### src/rtl/bottle_pkg.sv
// rtl/bottle_pkg.sv - shared constants, spawn table and state type for the bottle controller
// Contents: SPAWN_DEPTH, SPAWN_X/SPAWN_Y respawn table, hitbox offsets,
//           bottle_state_t, overlap() helper for half-open interval tests.
package bottle_pkg;

   localparam int SPAWN_DEPTH = 8;
   // Spawn pointer wraps by natural overflow, so SPAWN_DEPTH must stay a power of two.
   localparam int PTR_W = $clog2(SPAWN_DEPTH);

   localparam logic [9:0] SPAWN_X [SPAWN_DEPTH] = '{
      10'd296, 10'd70, 10'd200, 10'd450, 10'd120, 10'd560, 10'd330, 10'd40};
   localparam logic [9:0] SPAWN_Y [SPAWN_DEPTH] = '{
      10'd364, 10'd116, 10'd116, 10'd199, 10'd199, 10'd283, 10'd283, 10'd364};

   // Hitbox offsets, all relative to the top-left corner of the sprite.
   localparam logic [10:0] BOTTLE_HB = 11'd13;  // bottle hitbox edge length
   localparam logic [10:0] DIV_A_X0  = 11'd9;   // diver upper box
   localparam logic [10:0] DIV_A_X1  = 11'd16;
   localparam logic [10:0] DIV_A_Y1  = 11'd13;
   localparam logic [10:0] DIV_B_X1  = 11'd13;  // diver lower box
   localparam logic [10:0] DIV_B_Y0  = 11'd13;
   localparam logic [10:0] DIV_B_Y1  = 11'd18;
   localparam logic [10:0] SPRITE_SZ = 11'd16;  // drawn sprite edge length

   typedef enum logic {
      ACTIVE = 1'b0,
      HIDDEN = 1'b1
   } bottle_state_t;

   // Strict overlap of [a0,a1) and [b0,b1).
   function automatic logic overlap(input logic [10:0] a0, input logic [10:0] a1,
                                    input logic [10:0] b0, input logic [10:0] b1);
      return (a0 < b1) && (b0 < a1);
   endfunction

endpackage

### src/rtl/bottle_rom.sv
// rtl/bottle_rom.sv - 16x16 12-bit bottle sprite, asynchronous read
// Ports: addr[7:0] = {row, col}; color[11:0] texel colour, TRANSPARENT outside the bottle.
module bottle_rom #(
   parameter logic [11:0] TRANSPARENT = 12'h6DE
) (
   input  logic [7:0]  addr,
   output logic [11:0] color
);

   logic [3:0] row;
   logic [3:0] col;
   logic       opaque;

   assign row = addr[7:4];
   assign col = addr[3:0];

   // Narrow neck in rows 0-3, wide body below; shade encodes the texel position.
   assign opaque = ((row < 4'd4) && (col >= 4'd6) && (col < 4'd10)) ||
                   ((row >= 4'd4) && (col >= 4'd3) && (col < 4'd13));

   assign color = opaque ? {4'h2, row, col} : TRANSPARENT;

endmodule

### src/rtl/multi_bottle_controller.sv
// rtl/multi_bottle_controller.sv - N collectible bottles with collision, respawn, score and pixel layer
// Ports: clk, rst (async, active high), tick (frame strobe), d_x/d_y diver position,
//        x/y pixel coordinate, bottles_on/rgb_out pixel layer, collect_pulse, score.
module multi_bottle_controller
   import bottle_pkg::*;
#(
   parameter int          N_BOTTLES     = 4,
   parameter int          RESPAWN_DELAY = 60,
   parameter logic [11:0] TRANSPARENT   = 12'h6DE
) (
   input  logic        clk,
   input  logic        rst,
   input  logic        tick,
   input  logic [9:0]  d_x,
   input  logic [9:0]  d_y,
   input  logic [9:0]  x,
   input  logic [9:0]  y,
   output logic        bottles_on,
   output logic [11:0] rgb_out,
   output logic        collect_pulse,
   output logic [7:0]  score
);

   localparam logic [9:0] DLY_LAST = 10'(RESPAWN_DELAY - 1);

   bottle_state_t           st     [N_BOTTLES];
   bottle_state_t           st_nxt [N_BOTTLES];
   logic [9:0]              cnt    [N_BOTTLES];
   logic [9:0]              cnt_nxt[N_BOTTLES];
   logic [9:0]              bx     [N_BOTTLES];
   logic [9:0]              bx_nxt [N_BOTTLES];
   logic [9:0]              by     [N_BOTTLES];
   logic [9:0]              by_nxt [N_BOTTLES];
   logic [PTR_W-1:0]        ptr, ptr_nxt, sidx;
   logic [N_BOTTLES-1:0]    hit;
   logic [3:0]              n_coll, n_resp;
   logic [8:0]              score_sum;
   logic [7:0]              score_nxt;
   logic                    pulse_nxt;

   logic [10:0] dx0, dy0;
   assign dx0 = {1'b0, d_x};
   assign dy0 = {1'b0, d_y};

   // Collision per bottle: 11-bit arithmetic so right/bottom edges never wrap.
   for (genvar g = 0; g < N_BOTTLES; g++) begin : g_hit
      logic [10:0] bx0, by0;
      logic        ovl_a, ovl_b;
      assign bx0   = {1'b0, bx[g]};
      assign by0   = {1'b0, by[g]};
      assign ovl_a = overlap(dx0 + DIV_A_X0, dx0 + DIV_A_X1, bx0, bx0 + BOTTLE_HB) &&
                     overlap(dy0, dy0 + DIV_A_Y1, by0, by0 + BOTTLE_HB);
      assign ovl_b = overlap(dx0, dx0 + DIV_B_X1, bx0, bx0 + BOTTLE_HB) &&
                     overlap(dy0 + DIV_B_Y0, dy0 + DIV_B_Y1, by0, by0 + BOTTLE_HB);
      assign hit[g] = (st[g] == ACTIVE) && (ovl_a || ovl_b);
   end

   // Next state for every bottle. Respawning bottles take consecutive table
   // entries from ptr in ascending index order; n_resp is the running offset.
   always_comb begin
      n_coll = '0;
      n_resp = '0;
      sidx   = '0;
      for (int i = 0; i < N_BOTTLES; i++) begin
         st_nxt[i]  = st[i];
         cnt_nxt[i] = cnt[i];
         bx_nxt[i]  = bx[i];
         by_nxt[i]  = by[i];
         if (tick) begin
            if (hit[i]) begin
               st_nxt[i]  = HIDDEN;
               cnt_nxt[i] = '0;
               n_coll     = n_coll + 4'd1;
            end else if (st[i] == HIDDEN) begin
               if (cnt[i] == DLY_LAST) begin
                  sidx       = ptr + n_resp[PTR_W-1:0];
                  bx_nxt[i]  = SPAWN_X[sidx];
                  by_nxt[i]  = SPAWN_Y[sidx];
                  st_nxt[i]  = ACTIVE;
                  cnt_nxt[i] = '0;
                  n_resp     = n_resp + 4'd1;
               end else begin
                  cnt_nxt[i] = cnt[i] + 10'd1;
               end
            end
         end
      end
      ptr_nxt   = ptr + n_resp[PTR_W-1:0];
      score_sum = {1'b0, score} + {5'b0, n_coll};
      score_nxt = score_sum[8] ? 8'hFF : score_sum[7:0];
      pulse_nxt = tick && (n_coll != 4'd0);
   end

   always_ff @(posedge clk or posedge rst) begin
      if (rst) begin
         for (int i = 0; i < N_BOTTLES; i++) begin
            st[i]  <= ACTIVE;
            cnt[i] <= '0;
            bx[i]  <= SPAWN_X[PTR_W'(i % SPAWN_DEPTH)];
            by[i]  <= SPAWN_Y[PTR_W'(i % SPAWN_DEPTH)];
         end
         ptr           <= PTR_W'(N_BOTTLES % SPAWN_DEPTH);
         score         <= '0;
         collect_pulse <= 1'b0;
      end else begin
         for (int i = 0; i < N_BOTTLES; i++) begin
            st[i]  <= st_nxt[i];
            cnt[i] <= cnt_nxt[i];
            bx[i]  <= bx_nxt[i];
            by[i]  <= by_nxt[i];
         end
         ptr           <= ptr_nxt;
         score         <= score_nxt;
         collect_pulse <= pulse_nxt;
      end
   end

   // Pixel priority mux: scanned high to low so the lowest index is written last.
   logic        pix_hit;
   logic [7:0]  rom_addr;
   logic [11:0] rom_color;

   always_comb begin
      pix_hit  = 1'b0;
      rom_addr = '0;
      for (int i = N_BOTTLES - 1; i >= 0; i--) begin
         if ((st[i] == ACTIVE) &&
             ({1'b0, x} >= {1'b0, bx[i]}) && ({1'b0, x} < {1'b0, bx[i]} + SPRITE_SZ) &&
             ({1'b0, y} >= {1'b0, by[i]}) && ({1'b0, y} < {1'b0, by[i]} + SPRITE_SZ)) begin
            pix_hit  = 1'b1;
            // Only the low nibble of the offset matters inside a 16x16 sprite.
            rom_addr = {y[3:0] - by[i][3:0], x[3:0] - bx[i][3:0]};
         end
      end
   end

   bottle_rom #(
      .TRANSPARENT(TRANSPARENT)
   ) u_rom (
      .addr (rom_addr),
      .color(rom_color)
   );

   assign bottles_on = pix_hit && (rom_color != TRANSPARENT);
   assign rgb_out    = bottles_on ? rom_color : 12'h000;

endmodule

### config.mk
export PLATFORM = sky130hd
export DESIGN_NAME = multi_bottle_controller
export DESIGN_NICKNAME = d
export VERILOG_FILES = /design/src/rtl/bottle_pkg.sv /design/src/rtl/bottle_rom.sv /design/src/rtl/multi_bottle_controller.sv
export SDC_FILE = /design/constraint.sdc
export NUM_CORES = 1
export LEC_CHECK = 0
export ABC_AREA = 1
export BUFFER_PORTS_ARGS = -buffer_cell sky130_fd_sc_hd__buf_2
export CAP_MARGIN = 30
export CORE_MARGIN = 10
export CORE_UTILIZATION = 30
export DETAILED_ROUTE_END_ITERATION = 8
export PLACE_DENSITY = 0.49
export SKIP_CTS_REPAIR_TIMING = 1
export SYNTH_ARGS = -nofsm -noshare
export SYNTH_HDL_FRONTEND = slang
export SYNTH_SLANG_ARGS = --single-unit
### constraint.sdc
create_clock -name clk -period 7.1 [get_ports clk]
set_input_delay 1.065 -clock clk [delete_from_list [all_inputs] [get_ports clk]]
set_output_delay 1.065 -clock clk [all_outputs]
set_load 0.1 [all_outputs]
=== After elaboration in Yosys (flattened, before gate mapping) ===
Memories as Yosys holds them, arrays and structs flattened. A register that Yosys moved wholly into a read port is not among the register bits.
Cells that the tools add are included.

* Flip-flop bits (word level): 56
* RAM bits: 0
* Logic and storage cells: 261
* Memories kept: 8
* Output and inout bits: 22
* Bits in latches: 0
* Memory bits (read-only): 640

{| class="wikitable"
|+ Memories
! name !! words !! bits a word !! read ports !! clocked after memory_dff !! write ports !! RTL line !! RTL
|-
| (no name shown) || 8 || 10 || 1 || 1 || 0 || multi_bottle_controller.sv:78 || <nowiki>by_nxt[i] = SPAWN_Y[sidx];</nowiki>
|-
| (no name shown) || 8 || 10 || 1 || 1 || 0 || multi_bottle_controller.sv:77 || <nowiki>bx_nxt[i] = SPAWN_X[sidx];</nowiki>
|-
| (no name shown) || 8 || 10 || 1 || 1 || 0 || multi_bottle_controller.sv:78 ||
|-
| (no name shown) || 8 || 10 || 1 || 1 || 0 || multi_bottle_controller.sv:77 ||
|-
| (no name shown) || 8 || 10 || 1 || 1 || 0 || multi_bottle_controller.sv:78 ||
|-
| (no name shown) || 8 || 10 || 1 || 1 || 0 || multi_bottle_controller.sv:77 ||
|-
| +2 memories || -- || -- || -- || -- || -- || -- ||
|}

* Add/subtract/negate cells: 44
* Multipliers: 0
* Reductions and logical operators: 68
* Divide/modulo/power cells: 0
* Shift operators: 0
* $lt $le $gt $ge: 54
* Eq/ne operators: 5
* Bitwise gates (word level): 12
* Mux-type cells: 59

{| class="wikitable"
|+ Operator list
! cell !! number
|-
| 10-bit by 11-bit < comparator with 1-bit output || 32
|-
| 10-bit by 4-bit adder with 11-bit output, second input constant || 11
|-
| 10-bit 2-to-1 mux || 12
|-
| 10-bit by 5-bit adder with 11-bit output, second input constant || 10
|-
| 11-bit < comparator || 8
|-
| 10-bit greater-or-equal comparator || 8
|-
| 1-bit logical AND || 50
|-
| 10-bit by 1-bit adder with 10-bit output, second input constant || 4
|-
| 10-bit by 6-bit == test with 1-bit output, second input constant || 4
|-
| 8-bit 2-to-1 mux || 5
|-
| 3-bit 2-to-1 mux || 12
|-
| 4-bit subtractor || 8
|-
| 4-bit 2-to-1 mux || 6
|-
| 1-bit 2-to-1 mux || 22
|-
| 3-bit NOT with 4-bit output || 4
|-
| 4-bit AND reduction || 4
|-
| 3-bit adder || 4
|-
| 4-bit by 1-bit adder with 4-bit output, second input constant || 3
|-
| 12-bit 2-to-1 mux || 1
|-
| 12-bit by 11-bit != test with 1-bit output, second input constant || 1
|-
| 11-bit 2-to-1 mux || 1
|-
| 8-bit by 4-bit adder with 9-bit output || 1
|-
| 4-bit by 3-bit greater-or-equal comparator with 1-bit output, second input constant || 2
|-
| 4-bit < comparator, second input constant || 2
|-
| other kinds (9) || 27
|}

=== Longest topological paths before layout ===
* Depth after elaboration: 24
* Mapped depth: 43

=== Modules after synthesis ===
Synthesis repeated with hierarchy kept, for this count alone.

* Cells, all modules: 2687
* Area total of the unflattened synthesis: 18843.1 µm²

{| class="wikitable"
|+ Modules (own cells, without submodules)
! module !! area an instance (µm²) !! seq. area each (µm²) !! cells each !! times used
|-
| multi_bottle_controller || 18670.4 || 2935.3 || 2649 || 1
|-
| bottle_rom || 172.7 || 0.0 || 38 || 1
|}

=== Worst setup path before layout ===
OpenSTA, ideal clock, no wires.

* Kind: input port to flip-flop
* Start point: in d_x[0]
* End point: reg score[5]
* Stages on the path: 35
* Data arrival time: 5.746 ns
* Setup slack: 1.221 ns
* Path through: ha_1 -> inv_1 -> o21ai_0 -> nand2_1 -> xor2_1 -> ha_1 -> a21oi_1 -> o21ai_0 -> a211o_1 -> nor4_1 -> nand4_1 -> nand2_1 -> nand2_1 -> inv_1 -> ha_1 -> nand2_1 -> inv_1 -> ha_1 -> nand3_1 -> a21oi_1 -> ha_1 -> nand3_1 -> nand2_1 -> nand2_1 -> nor2_1 -> ha_1 -> a21oi_1 -> inv_1 -> a31oi_1 -> inv_1 -> nand2_1 -> inv_1 -> o21ai_0 -> or2_2 -> nand3_1

* Word-level cells in the longest chain between the ends: 19

{| class="wikitable"
|+ Ends and longest elaborated chain
! item !! RTL line !! RTL
|-
| from (decl) || multi_bottle_controller.sv:14 || <nowiki>input logic [9:0] d_x,</nowiki>
|-
| 10-bit by 4-bit adder with 11-bit output, or another cell as far along || multi_bottle_controller.sv:51 || <nowiki>assign ovl_a = overlap(dx0 + DIV_A_X0, dx0 + DIV_A_X1, bx0, bx0 + BOTTLE_HB) &&</nowiki>
|-
| 11-bit < comparator or 10-bit by 11-bit < comparator with 1-bit output (tied branches) || bottle_pkg.sv:33 || <nowiki>return (a0 < b1) && (b0 < a1);</nowiki>
|-
| 1-bit logical AND || bottle_pkg.sv:33 ||
|-
| 1-bit logical AND, on equally long branches || multi_bottle_controller.sv:51, multi_bottle_controller.sv:53 ||
|-
| 1-bit logical OR || multi_bottle_controller.sv:55 || <nowiki>assign hit[g] = (st[g] == ACTIVE) && (ovl_a || ovl_b);</nowiki>
|-
| 1-bit logical AND || multi_bottle_controller.sv:55 ||
|-
| 1-bit 2-to-1 mux || multi_bottle_controller.sv:70 || <nowiki>if (hit[i]) begin</nowiki>
|-
| 1-bit 2-to-1 mux || multi_bottle_controller.sv:69 || <nowiki>if (tick) begin</nowiki>
|-
| [... 4 more ...] || -- ||
|-
| 4-bit 2-to-1 mux || multi_bottle_controller.sv:70 ||
|-
| 4-bit 2-to-1 mux || multi_bottle_controller.sv:69 ||
|-
| 4-bit by 1-bit adder with 4-bit output || multi_bottle_controller.sv:73 || <nowiki>n_coll = n_coll + 4'd1;</nowiki>
|-
| 4-bit 2-to-1 mux || multi_bottle_controller.sv:70 ||
|-
| 4-bit 2-to-1 mux (*) || multi_bottle_controller.sv:69 ||
|-
| 8-bit by 4-bit adder with 9-bit output (*) || multi_bottle_controller.sv:89 || <nowiki>score_sum = {1'b0, score} + {5'b0, n_coll};</nowiki>
|-
| 8-bit 2-to-1 mux (*) || multi_bottle_controller.sv:90 || <nowiki>score_nxt = score_sum[8] ? 8'hFF : score_sum[7:0];</nowiki>
|-
| net score_nxt[5] || multi_bottle_controller.sv:38 || <nowiki>logic [7:0] score_nxt;</nowiki>
|-
| to (signal assigned) || multi_bottle_controller.sv:113 || <nowiki>score <= score_nxt;</nowiki>
|-
| to (decl) || multi_bottle_controller.sv:21 || <nowiki>output logic [7:0] score</nowiki>
|}

Mark *: on every way through the listed nets, which the timed path passes. The rest lies on a longest branch.
A chain may end at the register's enable or synchronous reset.

=== Worst setup path in the final report ===
* Start point: in d_x[2]
* End point: reg score[7]

Same word-level chain as after synthesis.

==> results_dict.tcl <==
set metrics [dict create \
    clock_sinks 116 \
    layout.cells.non_filler 3558 \
    preCtsSetupSlack_ns 0.119 \
    yosys_warnings 0 \
    setup_viol 0 \
    crit_top_cell "inv_1" \
    area_growth_syn_to_layout_pct 11.4 \
    antenna_found_initial 2 \
    design_area_um2 20800 \
    dp_hpwl_um 58000 \
    vias_per_cell 5.16 \
    rsz0062_at_grt "no" \
    worst_skew_pair.late_latency_ns 0.45 \
    status "finished, final reports clean" \
    seq_area_frac_synth_pct 15.7 \
    cts_made_buffers 17 \
    routed_wl_um 70500 \
    ys_ff_latch 116 \
    cpMaxStageDelayCell "xor2_1" \
    crit_path_start_kind "input port" \
    syn_avg_cell_area_um2 7.14 \
    yosysTopAreaCell "ha_1" \
    core.rowCount 91 \
    whs_ns 0.471 \
    initial_core_util_pct 30.3 \
    synth_top_family_by_area "adder cells" \
    drt-pass1-iter-count 5 \
    synthXorXnorAreaFrac_pct 5.40 \
    synthMuxAreaShare_pct 0 \
    worst_slack_ns 0.551 \
    ys.flop_type "dfrtp_1" \
    grt_pass1_wl_um 107000 \
    root_buffer "clkbuf_16" \
    ys_top_cells_by_area "ha_1 (30%), dfrtp_1 (12%), nand2_1 (10%)" \
    die_x_um 269 \
    min_period_ns 6.55 \
    power_density_nw_per_um2 175 \
    dp_cells 3526 \
    fin_crit_sh_pct 92.2 \
    portBuffers 61 \
    grt.overflow.total 0 \
    hold_path.class "flip-flop to flip-flop" \
    synth_compound_area_share_pct 14.8 \
    antennaDiodeCount 0 \
    synthAdderAreaFrac_pct 30.8 \
    path_clk_slew_ns 0.06 \
    ant_nets 0 \
    die_height_um 269 \
    crit_fanout 9 \
    vias 18357 \
    syn_area_um2 18700 \
    fin_nets 3203 \
    max_freq_mhz 153 \
    slowest_delay_ns 0.39 \
    drive_gt1_share_pct 8.31 \
    grt_max_degree 60 \
    tightest_slew_ns 0.815 \
    clock_skew_ns 0.0125 \
    placedInstanceArea_um2 20200 \
    crit_required_ns 7.43 \
    yosysMostFrequentCell "nand2_1" \
    gp_congestion 0.928 \
    synthCells 2614 \
    die_area_um2 72500 \
    maxCapViolCount 0 \
    leakage_nw 10.5 \
    drt_iter0_drc 1321 \
    synthArstFlopShare_pct 100 \
    slew_viol_final 0 \
    max_slew_margin_pct 45.7 \
    yosys.area.top_type_share_pct 29.5 \
    cts_buffer_depth 2 \
    synthSimpleGateAreaFrac_pct 25.7 \
    synth_cell_types 59 \
    grt_pass1_vias 17744 \
    critPathKind "input port to flip-flop" \
    crit_arrival_ns 6.88 \
    vdd_drop_max_mv 0.115 \
    drcViolationCount 0 \
    cts.htree.levels 4 \
    synth_enable_flop_cells 0 \
    final-hold-violation-count 0 \
    r2r_setup_slack_ns 0.78 \
    grt_use_total_pct 18.9 \
    coreArea_um2 61600 \
    pin_count 65 \
    ys_top_cells_by_count "nand2_1 (509), ha_1 (440), inv_1 (320)" \
    cts_tree "built" \
    finalSetupTns_ns 0 \
    wl_per_cell_um 19.8 \
    worstSetupEndpointType "flip-flop" \
]
## registers in the layout, indices dropped and copies added, names as in the netlist
register       flops
cnt               40
bx                36
by                24
score              8
st                 4
ptr                3
collect_pulse      1
## power breakdown
| part | total (mW) | internal (mW) | switching, mW |
|---|---|---|---|
| logic | 1.80 | 0.583 | 1.22 |
| clock network | 0.894 | 0.544 | 0.350 |
| registers | 0.952 | 0.782 | 0.170 |
| total | 3.65 | 1.91 | 1.74 |
## final timing paths
check	startpoint	end	cells after the start
worst min-delay path	cnt[38]	cnt[38]	2
worst max-delay path	d_x[2]	score[7]	37
min in group asynchronous	rst	cnt[16]	2
worst min register to register	cnt[38]	cnt[38]	2
worst max register to register	by[24]	score[7]	35
max in group asynchronous	rst	bx[28]	3
## logic make-up (layout without fill, tap and decap cells)
logic type	Yosys count	after routing
buffers and inverters	364	469
DFF	116	116
and+or+nand+nor	1080	1080
AOI/OAI and AO/OA	486	486
other	1	3
xor gates and xnor gates	115	115
adders and majority gates	452	452
## cells in the final DEF, fill, tap and decap left out, types with 10 or more instances in the layout
cell       count
o21bai_1      14
o22ai_1       13
o21ai_1       13
o21a_1        11
nand2_2       17
nor3_1        39
dfstp_2       26
a21oi_1      199
clkbuf_16     17
or2_2         10
dfrtp_1       90
nand4_1       59
inv_1        319
ha_1         440
buf_4         42
o211ai_1      17
fa_1          12
nand3_1      174
o21ai_0      152
nor2_1       217
a21o_1        14
xor2_1       100
xnor2_1       15
nand2_1      509
buf_2         61
nand3b_1      12
## through the flow
stage	utilization [%]	total power, mW
finish	33.7	3.65
global route	33.7	3.95
CTS	33.7	3.67
detailed placement	32.8	2.75
global placement	32.8	2.72
floorplan	-	2.17
## final cells by class
type	instances	area, um^2
repair buffers	103	621
well taps	837	1050
clock buffers	21	470
fillers	6648	40800
flip-flops and latches	116	2940
multi-input cells	2136	14300
clock inverters	11	126
inverters	334	1260
## worst max-delay path: cells and delay by family
kind / cells / cell delay (ns)
XOR/XNOR: 1 / 0.39
adder cells (fa/ha/maj): 5 / 1.33
AO/OA/AOI/OAI: 9 / 1.69
buffers and inverters: 10 / 1.07
AND/OR/NAND/NOR: 12 / 1.32
## routing by layer
layer  global-route usage [%]  vias to the layer above  part of all wire, %
met5                        0                        -                    0
met4                     6.58                        0                  3.2
met3                     1.91                       89                  4.2
met2                     32.3                      409                   47
met1                     24.4                     8723                   46
li1                         -                     9136                    -
Power figures use the tool's default switching activity.
